**src/rtl/serial_adder_pkg.sv**
```systemverilog
// Shared types and defaults for the bit-serial adder.
package serial_adder_pkg;

  localparam int unsigned ADD_W = 8;

  typedef enum logic [1:0] {
    IDLE  = 2'd0,
    SHIFT = 2'd1,
    DONE  = 2'd2
  } state_e;

endpackage

```
**src/rtl/serial_adder_full_adder_cell.sv**
```systemverilog
// One-bit full adder built from two XOR, two AND and one OR gate.
module full_adder_cell (
  input  logic a,
  input  logic b,
  input  logic cin,
  output logic s,
  output logic cout
);

  logic p;
  logic g;
  logic t;

  assign p    = a ^ b;
  assign s    = p ^ cin;
  assign g    = a & b;
  assign t    = p & cin;
  assign cout = g | t;

endmodule

```
**src/rtl/serial_adder.sv**
```systemverilog
// Bit-serial N-bit adder: one full-adder cell fed LSB first, carry recirculated through a flip-flop.
module serial_adder
  import serial_adder_pkg::*;
#(
  parameter int unsigned N = ADD_W
) (
  input  logic         Clk,
  input  logic         Rst,
  input  logic         Start,
  input  logic [N-1:0] A,
  input  logic [N-1:0] B,
  input  logic         Cin,
  output logic         Busy,
  output logic         Done,
  output logic [N-1:0] S,
  output logic         Cout
);

  localparam int unsigned CW = $clog2(N);
  localparam logic [CW-1:0] LAST = CW'(N - 1);

  state_e        state_q, state_d;
  logic [N-1:0]  a_q, a_d;
  logic [N-1:0]  b_q, b_d;
  logic [N-1:0]  ps_q, ps_d;
  logic [N-1:0]  s_q, s_d;
  logic          c_q, c_d;
  logic          co_q, co_d;
  logic [CW-1:0] cnt_q, cnt_d;

  logic fa_s;
  logic fa_co;
  logic load;
  logic last_bit;

  full_adder_cell u_cell (
    .a    (a_q[0]),
    .b    (b_q[0]),
    .cin  (c_q),
    .s    (fa_s),
    .cout (fa_co)
  );

  assign load     = Start && (state_q != SHIFT);
  assign last_bit = (state_q == SHIFT) && (cnt_q == LAST);

  always_ff @(posedge Clk) begin
    if (Rst) begin
      state_q <= IDLE;
    end else begin
      state_q <= state_d;
    end
  end

  always_comb begin
    state_d = state_q;
    unique case (state_q)
      IDLE:    state_d = Start ? SHIFT : IDLE;
      SHIFT:   state_d = last_bit ? DONE : SHIFT;
      DONE:    state_d = Start ? SHIFT : IDLE;
      default: state_d = IDLE;
    endcase
  end

  always_comb begin
    Busy = (state_q == SHIFT);
    Done = (state_q == DONE);
  end

  // Partial sum fills from the MSB end so the last bit lands it fully aligned.
  always_comb begin
    a_d   = a_q;
    b_d   = b_q;
    c_d   = c_q;
    cnt_d = cnt_q;
    ps_d  = ps_q;
    s_d   = s_q;
    co_d  = co_q;
    if (load) begin
      a_d   = A;
      b_d   = B;
      c_d   = Cin;
      cnt_d = '0;
    end else if (state_q == SHIFT) begin
      a_d   = a_q >> 1;
      b_d   = b_q >> 1;
      c_d   = fa_co;
      cnt_d = cnt_q + CW'(1);
      ps_d  = {fa_s, ps_q[N-1:1]};
      if (last_bit) begin
        s_d  = {fa_s, ps_q[N-1:1]};
        co_d = fa_co;
      end
    end
  end

  always_ff @(posedge Clk) begin
    if (Rst) begin
      a_q   <= '0;
      b_q   <= '0;
      c_q   <= 1'b0;
      cnt_q <= '0;
      ps_q  <= '0;
      s_q   <= '0;
      co_q  <= 1'b0;
    end else begin
      a_q   <= a_d;
      b_q   <= b_d;
      c_q   <= c_d;
      cnt_q <= cnt_d;
      ps_q  <= ps_d;
      s_q   <= s_d;
      co_q  <= co_d;
    end
  end

  assign S    = s_q;
  assign Cout = co_q;

endmodule

```
**config.mk**
```make
export PLATFORM = sky130hd
export DESIGN_NAME = serial_adder
export DESIGN_NICKNAME = d
export VERILOG_FILES = /design/src/rtl/serial_adder_pkg.sv /design/src/rtl/serial_adder_full_adder_cell.sv /design/src/rtl/serial_adder.sv
export SDC_FILE = /design/constraint.sdc
export NUM_CORES = 1
export LEC_CHECK = 0
export BUFFER_PORTS_ARGS = -buffer_cell sky130_fd_sc_hd__buf_2
export CORE_UTILIZATION = 55
export DETAILED_ROUTE_END_ITERATION = 8
export HOLD_SLACK_MARGIN = 0.05
export PLACE_DENSITY = 0.79
export REMOVE_ABC_BUFFERS = 1
export SETUP_SLACK_MARGIN = 0.05
export SLEW_MARGIN = 0
export SYNTH_ARGS = -nofsm -noshare
export SYNTH_HDL_FRONTEND = slang
export SYNTH_SLANG_ARGS = --single-unit
```
**constraint.sdc**
```tcl
create_clock -name Clk -period 1.95 [get_ports Clk]
set_input_delay 0.0975 -clock Clk [delete_from_list [all_inputs] [get_ports Clk]]
set_output_delay 0.0975 -clock Clk [all_outputs]
set_load 0.02 [all_outputs]
```
After elaboration in Yosys (flattened, before gate mapping)
Cells that the tools add are included.

Add/sub/neg operators: 1. Shift-type cells: 0. Bitwise operators: 6. Eq/ne operators: 4. Mux-type cells: 9. Reductions and logical operators: 8. Div/mod/pow operators: 0. $lt $le $gt $ge: 0. Multipliers: 0.

Operator list (count): two-way mux 8 bit (4); one-hot mux 2 bit (2 select lines) (1); OR reduction 2 bit (2); adder 3 x 1 -> 3 bit (second input constant) (1); equality test 3 bit (second input constant) (1); two-way mux 1 bit (3); AND reduction 3 bit (1); bitwise AND 1 bit (2); equality test 2 x 1 -> 1 bit (second input constant) (1); equality test 2 bit (second input constant) (1); logical AND 1 bit (2); zero test 2 bit (1); two-way mux 2 bit (1); != test 2 x 1 -> 1 bit (second input constant) (1); AND reduction 2 bit (1); nonzero test 2 bit (1); XOR 1 bit (2); inverter 1 bit (1); bitwise OR 1 bit (1).

Bits of input ports: 20. RAM bits: 0. Output and inout bits: 11. Memories: 0. Latch bits: 0. Register bits after elaboration: 39. Bits in read-only memories: 0. Word-level logic and storage cells: 36.

Longest topological paths before layout
Gate-level depths: netlist of the first run.

Word-level depth: 5. Gate-level depth with buffers: 6. Mapped depth without buffers: 5.

Hierarchy
A second synthesis of the first run with hierarchy kept.

Cells, all modules: 169. Area, all modules: 1655.3 um^2.

By module, submodules not included: serial_adder (instances 1, seq. area each 760.7 um^2, cells each 168, area an instance 1635.3 um^2); full_adder_cell (instances 1, seq. area each 0.0 um^2, cells each 1, area an instance 20.0 um^2).

Worst setup path before layout of the first run
OpenSTA, ideal clock, no wires.

Path type: reg-to-reg. From: reg cnt_q[0]. To: reg s_q[7] (netlist: S[7]). Period minus slack after synthesis: 1203 ps. Buffers on the path: 1. Path slack: 747 ps. Library setup time: 120 ps. Stages on the path, launching flop included: 7. Required time: 1830 ps. Data arrival time: 1084 ps. Path through: dfxtp_1 -> ha_1 -> ha_1 -> and3b_1 -> buf_2 -> nand2_1 -> a21oi_1.

Word-level cells in the longest chain between the ends: 3.

Ends and longest elaborated chain: from (decl) (RTL line serial_adder.sv:29) `logic [CW-1:0] cnt_q, cnt_d;`; from (signal assigned) (RTL line serial_adder.sv:110) `cnt_q <= cnt_d;`; equality test 3 bit (RTL line serial_adder.sv:45) `assign last_bit = (state_q == SHIFT) && (cnt_q == LAST);`; logical AND 1 bit (RTL line serial_adder.sv:45); AND reduction 3 bit (no source line); to (signal assigned) (RTL line serial_adder.sv:104) `s_q <= '0;`; to (signal assigned) (RTL line serial_adder.sv:112) `s_q <= s_d;`; to (decl) (RTL line serial_adder.sv:26) `logic [N-1:0] s_q, s_d;`.

Every way passes these cells. A chain may end at the register's enable or synchronous reset.

Worst setup path in the final report of the first run
From: reg state_q[1]. To: out Busy.

Word-level cells in the longest chain between the ends: 1.

Ends and longest elaborated chain: from (decl) (RTL line serial_adder.sv:22) `state_e state_q, state_d;`; from (signal assigned) (RTL line serial_adder.sv:51) `state_q <= state_d;`; equality test 2 x 1 -> 1 bit (RTL line serial_adder.sv:66) `Busy = (state_q == SHIFT);`; to (decl) (RTL line serial_adder.sv:13) `output logic Busy,`.

Every way passes these cells.

==> results of run 1 <==
==> kinds of logic after synthesis <==
logic type | synth area share, %
buffers and inverters | 6.66
AO/OA/AOI/OAI | 17.8
flip-flops | 46.5
AND/OR/NAND/NOR | 15.8
multiplexers | 10.4
adder cells (fa/ha/maj) | 2.75
==> metal layers <==
| metal | GRT usage, % | vias up | share of wire, % |
|---|---|---|---|
| met1 | 20.5 | 553 | 43 |
| li1 | - | 631 | - |
| met3 | 5.07 | 4 | 4.7 |
| met2 | 36.8 | 28 | 51 |
| met5 | 0 | - | 0 |
| met4 | 6.62 | 0 | 0.99 |
==> cells in the mapped netlist <==
library cell / count
buf_2: 4
dfxtp_1: 38
nor2_1: 17
nor2b_1: 1
a211oi_2: 15
mux2i_1: 17
a2bb2oi_1: 1
nand3b_1: 4
buf_6: 4
inv_4: 1
inv_1: 1
clkbuf_1: 1
fa_1: 1
and3b_1: 1
nor3_1: 2
buf_4: 4
nand2_1: 34
ha_1: 2
nand2b_1: 2
a21oi_1: 19
==> sequential cells by signal (all words and copies together) (netlist names) <==
name / flops
Cout: 1
S: 8
state_q: 2
c_q: 1
cnt_q: 3
a_q: 8
ps_q: 7
b_q: 8
==> power by group through the flow <==
stage	logic (mW)	clock network [mW]	registers, mW
6_report	0.187	0.520	0.839
4_1_cts	0.190	0.530	0.839
3_5_place_dp	0.185	0	0.857
3_3_place_gp	0.179	0	0.854
2_1_floorplan	0.120	0	0.850
5_1_grt	0.207	0.564	0.845
==> cell type report <==
| type | instances | area (um^2) | area share, % |
|---|---|---|---|
| clock inverters | 3 | 40.0 | 2.18 |
| multi-input cells | 116 | 768 | 41.7 |
| repair buffers | 34 | 185 | 10.1 |
| well taps | 31 | 38.8 | 2.11 |
| clock buffers | 5 | 37.5 | 2.04 |
| inverters | 2 | 10.0 | 0.544 |
| flip-flops and latches | 38 | 761 | 41.3 |
==> how the worst min path moves through the flow <==
stage	endpoint	from	slack, ps	depth (start not counted)
detailed placement	a_q[7]	A[7]	400	3
global placement	a_q[7]	A[7]	390	3
finish	b_q[3]	B[3]	130	3
CTS	b_q[3]	B[3]	120	3
floorplan	a_q[0]	Rst	160	1
global route	a_q[4]	A[4]	130	3
==> critical path: stages (launching register included) <==
cell      delay, ps
dfxtp_1         340
nand2b_2        270
inv_4           170
buf_2           180
==> metrics by stage <==
stage	std cells	setup slack [ps]
after floorplan	156	41.0
after global placement	219	665
after detailed placement	219	588
after CTS	229	536
after global routing	229	444
final	229	554
==> flow_metrics.env, run 1 <==
export IMPL_outcome="finished clean"
export IMPL_start_util_pct=58.8
export IMPL_layout_common_cells="38 x dfxtp_1, 34 x nand2_1, 30 x buf_2"
export IMPL_worstSetupPathType="flip-flop to primary output"
export IMPL_drc_errors=0
export IMPL_leakagePower_nw=0.784
export IMPL_n_antenna_cell=0
export IMPL_clockPowerShare_pct=33.6
export IMPL_post_cts_setup_buffers=0
export IMPL_p_switching_mw=0.382
export IMPL_totalWireLength_mm=2.74
export IMPL_cp_start_kind="flip-flop"
export IMPL_min_path_type="input pin to flip-flop"
export IMPL_syn_cell_area_mm2=0.00164
export IMPL_synth_cell_type_count=20
export IMPL_ant_nets=0
export IMPL_antenna_found_initial=0
export IMPL_grt_usage_pct=19.5
export IMPL_netSwitchingFraction_pct=24.7
export IMPL_placed_area_mm2=0.00174
export IMPL_cp_end_kind="primary output"
export IMPL_finalCritPeriodShare_pct=71.6
export IMPL_viasPerCell=5.31
export IMPL_dp_hpwl_mm=1.90
export IMPL_fin_area_mm2=0.00184
export IMPL_grt_setup_unrepaired="false"
export IMPL_core_area_mm2=0.00278
export IMPL_ctsResizeCount=0
export IMPL_drive_gt1_share_pct=28.8
export IMPL_timing_rr_start="cnt_q[0]"
export IMPL_p_int_mw=1.16
export IMPL_synth_seq_cells=38
export IMPL_ctsHoldBuffers=2
export IMPL_post_route_util_pct=66.2
export IMPL_cp_max_fo=13
export IMPL_crit_path_start="state_q[1]"
export IMPL_synth_top_area_share_pct=46.5
export IMPL_syn2layout_area_growth_pct=12.5
export IMPL_synth_top_cell_by_area="dfxtp_1"
export IMPL_cp_arrival_ps=1300
export IMPL_first_iter_violations=19
export IMPL_pwr_density_cell_mw_per_mm2=840
export IMPL_layout_commonest_cell="dfxtp_1"
export IMPL_crit_end="Busy"
export IMPL_gp_congestion=0.748
export IMPL_min_period_ps=1400
export IMPL_total_power_mw=1.55
export IMPL_drv_cap=0
export IMPL_fmax_ghz=0.717
export IMPL_clk_path_buf_depth=2
export IMPL_cts_tree="done"
export IMPL_worst_r2r_path_depth=5
export IMPL_seq_power_share_pct=54.2
export IMPL_r2r_slack_ps=570
export IMPL_overflow=0
export IMPL_clkSlewWorstSetupHoldPaths_ps=110
export IMPL_grt_pass1_wl_mm=4.86
export IMPL_synth_cells=169
export IMPL_syn_area_per_cell_um2=9.68
export IMPL_hold_ws_ps=129
export IMPL_drt_pass1_iter_count=4
export IMPL_peakVddDrop_mv=0.722
export IMPL_r2r_end="S[4]"
export IMPL_std_cell_rows=19
export IMPL_fillCellCount=249
export IMPL_timing_final_hold_violations=0
export IMPL_relSlewSlack_pct=46.5
export IMPL_slew_viol_final=0
export IMPL_yosysWarnings=0
export IMPL_fin_worst_skew_ps=4.63
export IMPL_wl_per_cell_um=12.0
export IMPL_grt_max_degree=39
export IMPL_clock_latency_ps=330
export IMPL_num_io_pins=31
export IMPL_cts_sinks=38
export IMPL_root_buffer="clkbuf_4"
export IMPL_h_tree_depth=2
export IMPL_fin_setup_tns_ps=0
export IMPL_final_nets=220
export IMPL_comb_power_share_pct=12.1
export IMPL_grt_pass1_vias=1189
export IMPL_die_area_mm2=0.00320
export IMPL_crit_required_ps=1850
export IMPL_final_setup_viol_count=0
export IMPL_dieWidth_um=56.5
export IMPL_dr_total_vias=1216
export IMPL_io_buffers=30
export IMPL_die_y_um=56.5
export IMPL_worstMarginPinSlew_ps=802
export IMPL_numCtsBuffers=5
export IMPL_yosys_top_cells_area="dfxtp_1 47%, a211oi_2 11%, mux2i_1 10%"
export IMPL_ys_seq_area_share_pct=46.5
No activity file was read; power rests on OpenSTA's default activity.
==> run 2: changes to the inputs <==
- CORE_UTILIZATION: 55 -> 54
- PLACE_DENSITY: 0.79 -> 0.78
- clock period: 1.95 -> 1.4 ns (I/O delays scaled with it)
==> run 2 against run 1 <==
Against the previous run:
- critical path type unchanged
- count of clock-buffer cells in the layout grew 1
- largest cell class unchanged
- clock skew grew 5.8 ps
- non-clock buffer count grew 5
- the flow now finishes with violations (design-rule violations)
- core utilization grew 4.3 points
==> flow_metrics.env, run 2 (synthesis gave the netlist of run 1 again) <==
export IMPL_worstMarginPinSlew_ps=542
export IMPL_crit_required_ps=1330
export IMPL_finalCritPeriodShare_pct=90.8
export IMPL_grt_setup_unrepaired="false"
export IMPL_fin_area_mm2=0.00198
export IMPL_r2r_end="a_q[2]"
export IMPL_min_from="Cin"
export IMPL_grt_usage_pct=19.7
export IMPL_worstSetupPathType="flip-flop to primary output"
export IMPL_layout_common_cells="36 x dfxtp_1, 34 x nand2_1, 30 x buf_2"
export IMPL_root_buffer="clkbuf_4"
export IMPL_start_util_pct=58.3
export IMPL_final_setup_viol_count=0
export IMPL_clock_latency_ps=340
export IMPL_cts_sinks=38
export IMPL_cp_max_fo=13
export IMPL_multi_input_area_um2=786
export IMPL_timing_rr_start="state_q[1]"
export IMPL_hold_depth=3
export IMPL_totalWireLength_mm=2.97
export IMPL_num_io_pins=31
export IMPL_drv_cap=0
export IMPL_drt_pass1_iter_count=6
export IMPL_leakagePower_nw=0.842
export IMPL_grt_pass1_wl_mm=4.90
export IMPL_core_area_mm2=0.00281
export IMPL_fmax_ghz=0.787
export IMPL_outcome="finished, violations left"
export IMPL_io_buffers=30
export IMPL_drive_gt1_share_pct=32.4
export IMPL_n_antenna_cell=0
export IMPL_worstHoldEndpoint="c_q"
export IMPL_relSlewSlack_pct=63.9
export IMPL_cp_end_kind="primary output"
export IMPL_fillCellCount=211
export IMPL_timing_final_hold_violations=0
export IMPL_cp_arrival_ps=1200
export IMPL_dr_total_vias=1243
export IMPL_gp_congestion=0.769
export IMPL_fin_worst_skew_ps=10.4
export IMPL_std_cell_rows=19
export IMPL_cts_tree="done"
export IMPL_ant_nets=0
export IMPL_drc_errors=2
export IMPL_antenna_found_initial=0
export IMPL_viasPerCell=5.29
export IMPL_placed_area_mm2=0.00180
export IMPL_h_tree_depth=2
export IMPL_cp_start_kind="flip-flop"
export IMPL_final_nets=226
export IMPL_overflow=0
export IMPL_total_power_mw=2.42
export IMPL_clk_path_buf_depth=2
export IMPL_wl_per_cell_um=12.6
export IMPL_register_area_um2=763
export IMPL_r2r_slack_ps=170
export IMPL_pwr_density_cell_mw_per_mm2=1230
export IMPL_syn2layout_area_growth_pct=20.8
export IMPL_violations="design-rule violations"
export IMPL_clkSlewWorstSetupHoldPaths_ps=120
export IMPL_layout_commonest_cell="dfxtp_1"
export IMPL_min_period_ps=1270
export IMPL_min_path_type="input pin to flip-flop"
export IMPL_numCtsBuffers=5
export IMPL_fin_setup_tns_ps=0
export IMPL_die_y_um=57.0
export IMPL_worst_r2r_path_depth=5
export IMPL_first_iter_violations=43
export IMPL_peakVddDrop_mv=0.762
export IMPL_slew_viol_final=0
export IMPL_grt_pass1_vias=1143
export IMPL_die_area_mm2=0.00325
export IMPL_dp_hpwl_mm=2.05
export IMPL_dieWidth_um=57.0
export IMPL_grt_max_degree=28
[run 2: changes by cell type in the layout (fill, tap and decap cells not counted), moves of 2 or more]
cell / change
buf_12: +3
clkinv_2: -2
dfxtp_1: -2
dfxtp_2: +2
[run 2: worst max-delay path by stage]
| stage | start | end | slack [ps] | depth (start not counted) |
|---|---|---|---|---|
| 2_1_floorplan | state_q[1] | cnt_q[0] | -510 | 4 |
| 3_3_place_gp | cnt_q[0] | S[6] | 130 | 5 |
| 3_5_place_dp | cnt_q[0] | S[1] | 50 | 5 |
| 4_1_cts | state_q[0] | Busy | 20 | 3 |
| 5_1_grt | state_q[1] | Busy | 60 | 3 |
| 6_report | state_q[1] | Busy | 130 | 3 |
[run 2: timing repair]
item                                    CTS  global route
endpoints found under the setup margin   10             9
setup buffers                             1             2
resized for setup                         2             5
hold buffers                              2             0
pin swaps                                 0             1
endpoints found under the hold margin     2             0
cloned                                    0             1
[run 2: metal layers]
layer | vias up | global-route usage (%) | wire length (um)
li1 | 645 | - | -
met5 | - | 0 | 0
met2 | 27 | 33.6 | 1500
met3 | 6 | 6.12 | 154
met4 | 0 | 6.27 | 32
met1 | 565 | 23.6 | 1290
[run 2: layout make-up]
cell class	instances	share of cell area, %
clock inverter	2	3.04
multi-input combinational	117	39.8
inverter	2	0.633
sequential	38	38.6
timing repair buffer	39	13.4
tap	31	1.96
clock buffer	6	2.60
[run 2: report_power, final]
part / switching, mW / internal [mW]
clock network: 0.351 / 0.605
registers: 0.0345 / 1.14
logic: 0.152 / 0.143
[run 2: stage by stage]
stage	setup slack [ps]	std cells	utilization, %	hold WS [ps]
2_1_floorplan	-509	156	-	135
5_1_grt	61.0	235	70.4	93.3
3_5_place_dp	51.3	221	64.0	371
3_3_place_gp	135	221	64.0	359
6_report	129	235	70.4	84.7
4_1_cts	18.2	232	69.2	76.8
[run 2: critical path, stage by stage, from the launching register on]
cell	delay, ps
dfxtp_1	360
nand2b_4	200
inv_6	120
buf_2	170
==> run 3: changes to the inputs <==
- clock period: 1.4 -> 1.25 ns (I/O delays scaled with it)
==> run 3 against run 2 <==
Against the previous run:
- the run ends with design-rule violations, negative setup slack left
- core utilization grew 4.6 points
- worst setup slack worse by 160 ps
- non-clock buffer count rose by 11
- first-iteration DRC count rose by 44%
- sequential share of layout area is 2.1 points lower
- critical endpoint is now S[3]
- largest cell class unchanged
==> flow_metrics.env, run 3 (synthesis gave the netlist of run 1 again) <==
export IMPL_std_cell_rows=19
export IMPL_cp_arrival_ps=1560
export IMPL_clock_latency_ps=350
export IMPL_total_power_mw=2.55
export IMPL_setup_slack_ps=-30.1
export IMPL_slew_viol_final=0
export IMPL_min_period_ps=1280
export IMPL_die_y_um=57.0
export IMPL_overflow=0
export IMPL_drc_errors=2
export IMPL_post_route_util_pct=75.0
export IMPL_grt_setup_unrepaired="true"
export IMPL_gp_congestion=0.715
export IMPL_grt_max_degree=39
export IMPL_grt_pass1_wl_mm=5.34
export IMPL_cp_start_kind="flip-flop"
export IMPL_ant_nets=0
export IMPL_layout_common_cells="34 x dfxtp_1, 32 x nand2_1, 29 x buf_2"
export IMPL_worstMarginPinSlew_ps=187
export IMPL_leakagePower_nw=0.894
export IMPL_r2r_slack_ps=-30
export IMPL_cp_num_buf_inv=1
export IMPL_first_iter_violations=62
export IMPL_final_nets=237
export IMPL_min_from="B[3]"
export IMPL_core_area_mm2=0.00281
export IMPL_fillCellCount=191
export IMPL_relSlewSlack_pct=87.2
export IMPL_clkSlewWorstSetupHoldPaths_ps=110
export IMPL_timing_rr_start="cnt_q[1]"
export IMPL_peakVddDrop_mv=0.912
export IMPL_drv_cap=0
export IMPL_crit_path_start="cnt_q[1]"
export IMPL_h_tree_depth=2
export IMPL_layout_commonest_cell="dfxtp_1"
export IMPL_root_buffer="clkbuf_4"
export IMPL_multi_input_area_um2=831
export IMPL_dieWidth_um=57.0
export IMPL_crit_path_top_delay_cell="dfxtp_2"
export IMPL_cts_sinks=38
export IMPL_timing_final_hold_violations=0
export IMPL_n_antenna_cell=0
export IMPL_place_ws_ps=-73.6
export IMPL_worstSetupPathType="flip-flop to flip-flop"
export IMPL_register_area_um2=768
export IMPL_pwr_density_cell_mw_per_mm2=1210
export IMPL_dr_total_vias=1352
export IMPL_start_util_pct=58.3
export IMPL_crit_family="flip-flops"
export IMPL_cts_tree="done"
export IMPL_drt_pass1_iter_count=6
export IMPL_crit_required_ps=1530
export IMPL_fin_worst_skew_ps=6.82
export IMPL_totalWireLength_mm=3.59
export IMPL_drive_gt1_share_pct=38.8
export IMPL_fin_setup_tns_ps=-60.6
export IMPL_min_path_type="input pin to flip-flop"
export IMPL_crit_top_cell="ha_4"
export IMPL_cp_max_fo=5
export IMPL_die_area_mm2=0.00325
export IMPL_grt_usage_pct=22.0
export IMPL_fmax_ghz=0.781
export IMPL_syn2layout_area_growth_pct=28.7
export IMPL_wl_per_cell_um=14.7
export IMPL_grt_pass1_vias=1198
export IMPL_io_buffers=30
export IMPL_violations="design-rule violations, negative setup slack"
export IMPL_outcome="finished, violations left"
export IMPL_final_setup_viol_count=5
export IMPL_clk_path_buf_depth=2
export IMPL_antenna_found_initial=0
export IMPL_worstPathCellList="ha_4 -> ha_4 -> nand3b_1 -> buf_6 -> nand2_4 -> a21oi_2"
export IMPL_slowest_delay_ps=360
export IMPL_num_io_pins=31
export IMPL_viasPerCell=5.52
export IMPL_numCtsBuffers=5
export IMPL_dp_hpwl_mm=1.94
export IMPL_finalCritPeriodShare_pct=102
export IMPL_cp_end_kind="flip-flop"
[run 3: changes by cell type in the layout (fill, tap and decap cells not counted), moves of 2 or more]
cell / before / now
nand2_1: 34 / 32
dfxtp_1: 36 / 34
a21oi_2: 0 / 2
nand2_4: 0 / 2
buf_4: 3 / 13
a21oi_1: 19 / 17
ha_4: 0 / 2
[run 3: worst register-to-register path, delay by kind of cell (launching register included)]
family,cells,cell delay [ps]
adder cells (fa/ha/maj),2,320
AO/OA/AOI/OAI,1,150
buffers and inverters,1,170
AND/OR/NAND/NOR,2,210
flip-flops,1,360
[run 3: final cells by class]
type                    instances  area share [%]
clock buffers                   6            2.44
inverters                       2           0.713
multi-input cells             117            39.5
clock inverters                 1            1.43
well taps                      31            1.84
repair buffers                 50            17.6
flip-flops and latches         38            36.5
[run 3: through the flow]
stage,hold slack (ps),cell area (um^2),instances
after floorplan,127,1540,156
after global placement,353,1810,223
after detailed placement,366,1810,223
after CTS,65.9,2000,238
after global routing,71.9,2100,245
final,76.6,2100,245
[run 3: report_power, final]
part,internal (mW),switching (mW)
registers,1.27,0.0407
logic,0.194,0.187
clock network,0.465,0.393
total,1.93,0.621
[run 3: path summary, 6_finish.rpt]
kind                            endpoint  cells past startpoint
worst min-delay path              b_q[3]                      3
worst max-delay path                S[3]                      6
worst max register to register      S[3]                      6
worst min register to register      S[5]                      2
[run 3: repair_timing]
action / in CTS / in global routing
setup endpoints to repair: 11 / 20
resized for setup: 13 / 10
hold buffers: 2 / 0
setup buffers: 4 / 6
cloned: 2 / 1
hold endpoints to repair: 2 / 0
pin swaps: 11 / 5
[run 3: per-layer routing]
layer | global-route usage [%] | vias to the layer above | wire length [um]
met3 | 8.39 | 12 | 210
met2 | 33.9 | 44 | 1720
met4 | 13.6 | 0 | 115
li1 | - | 667 | -
met5 | 0 | - | 0
met1 | 25.8 | 629 | 1540
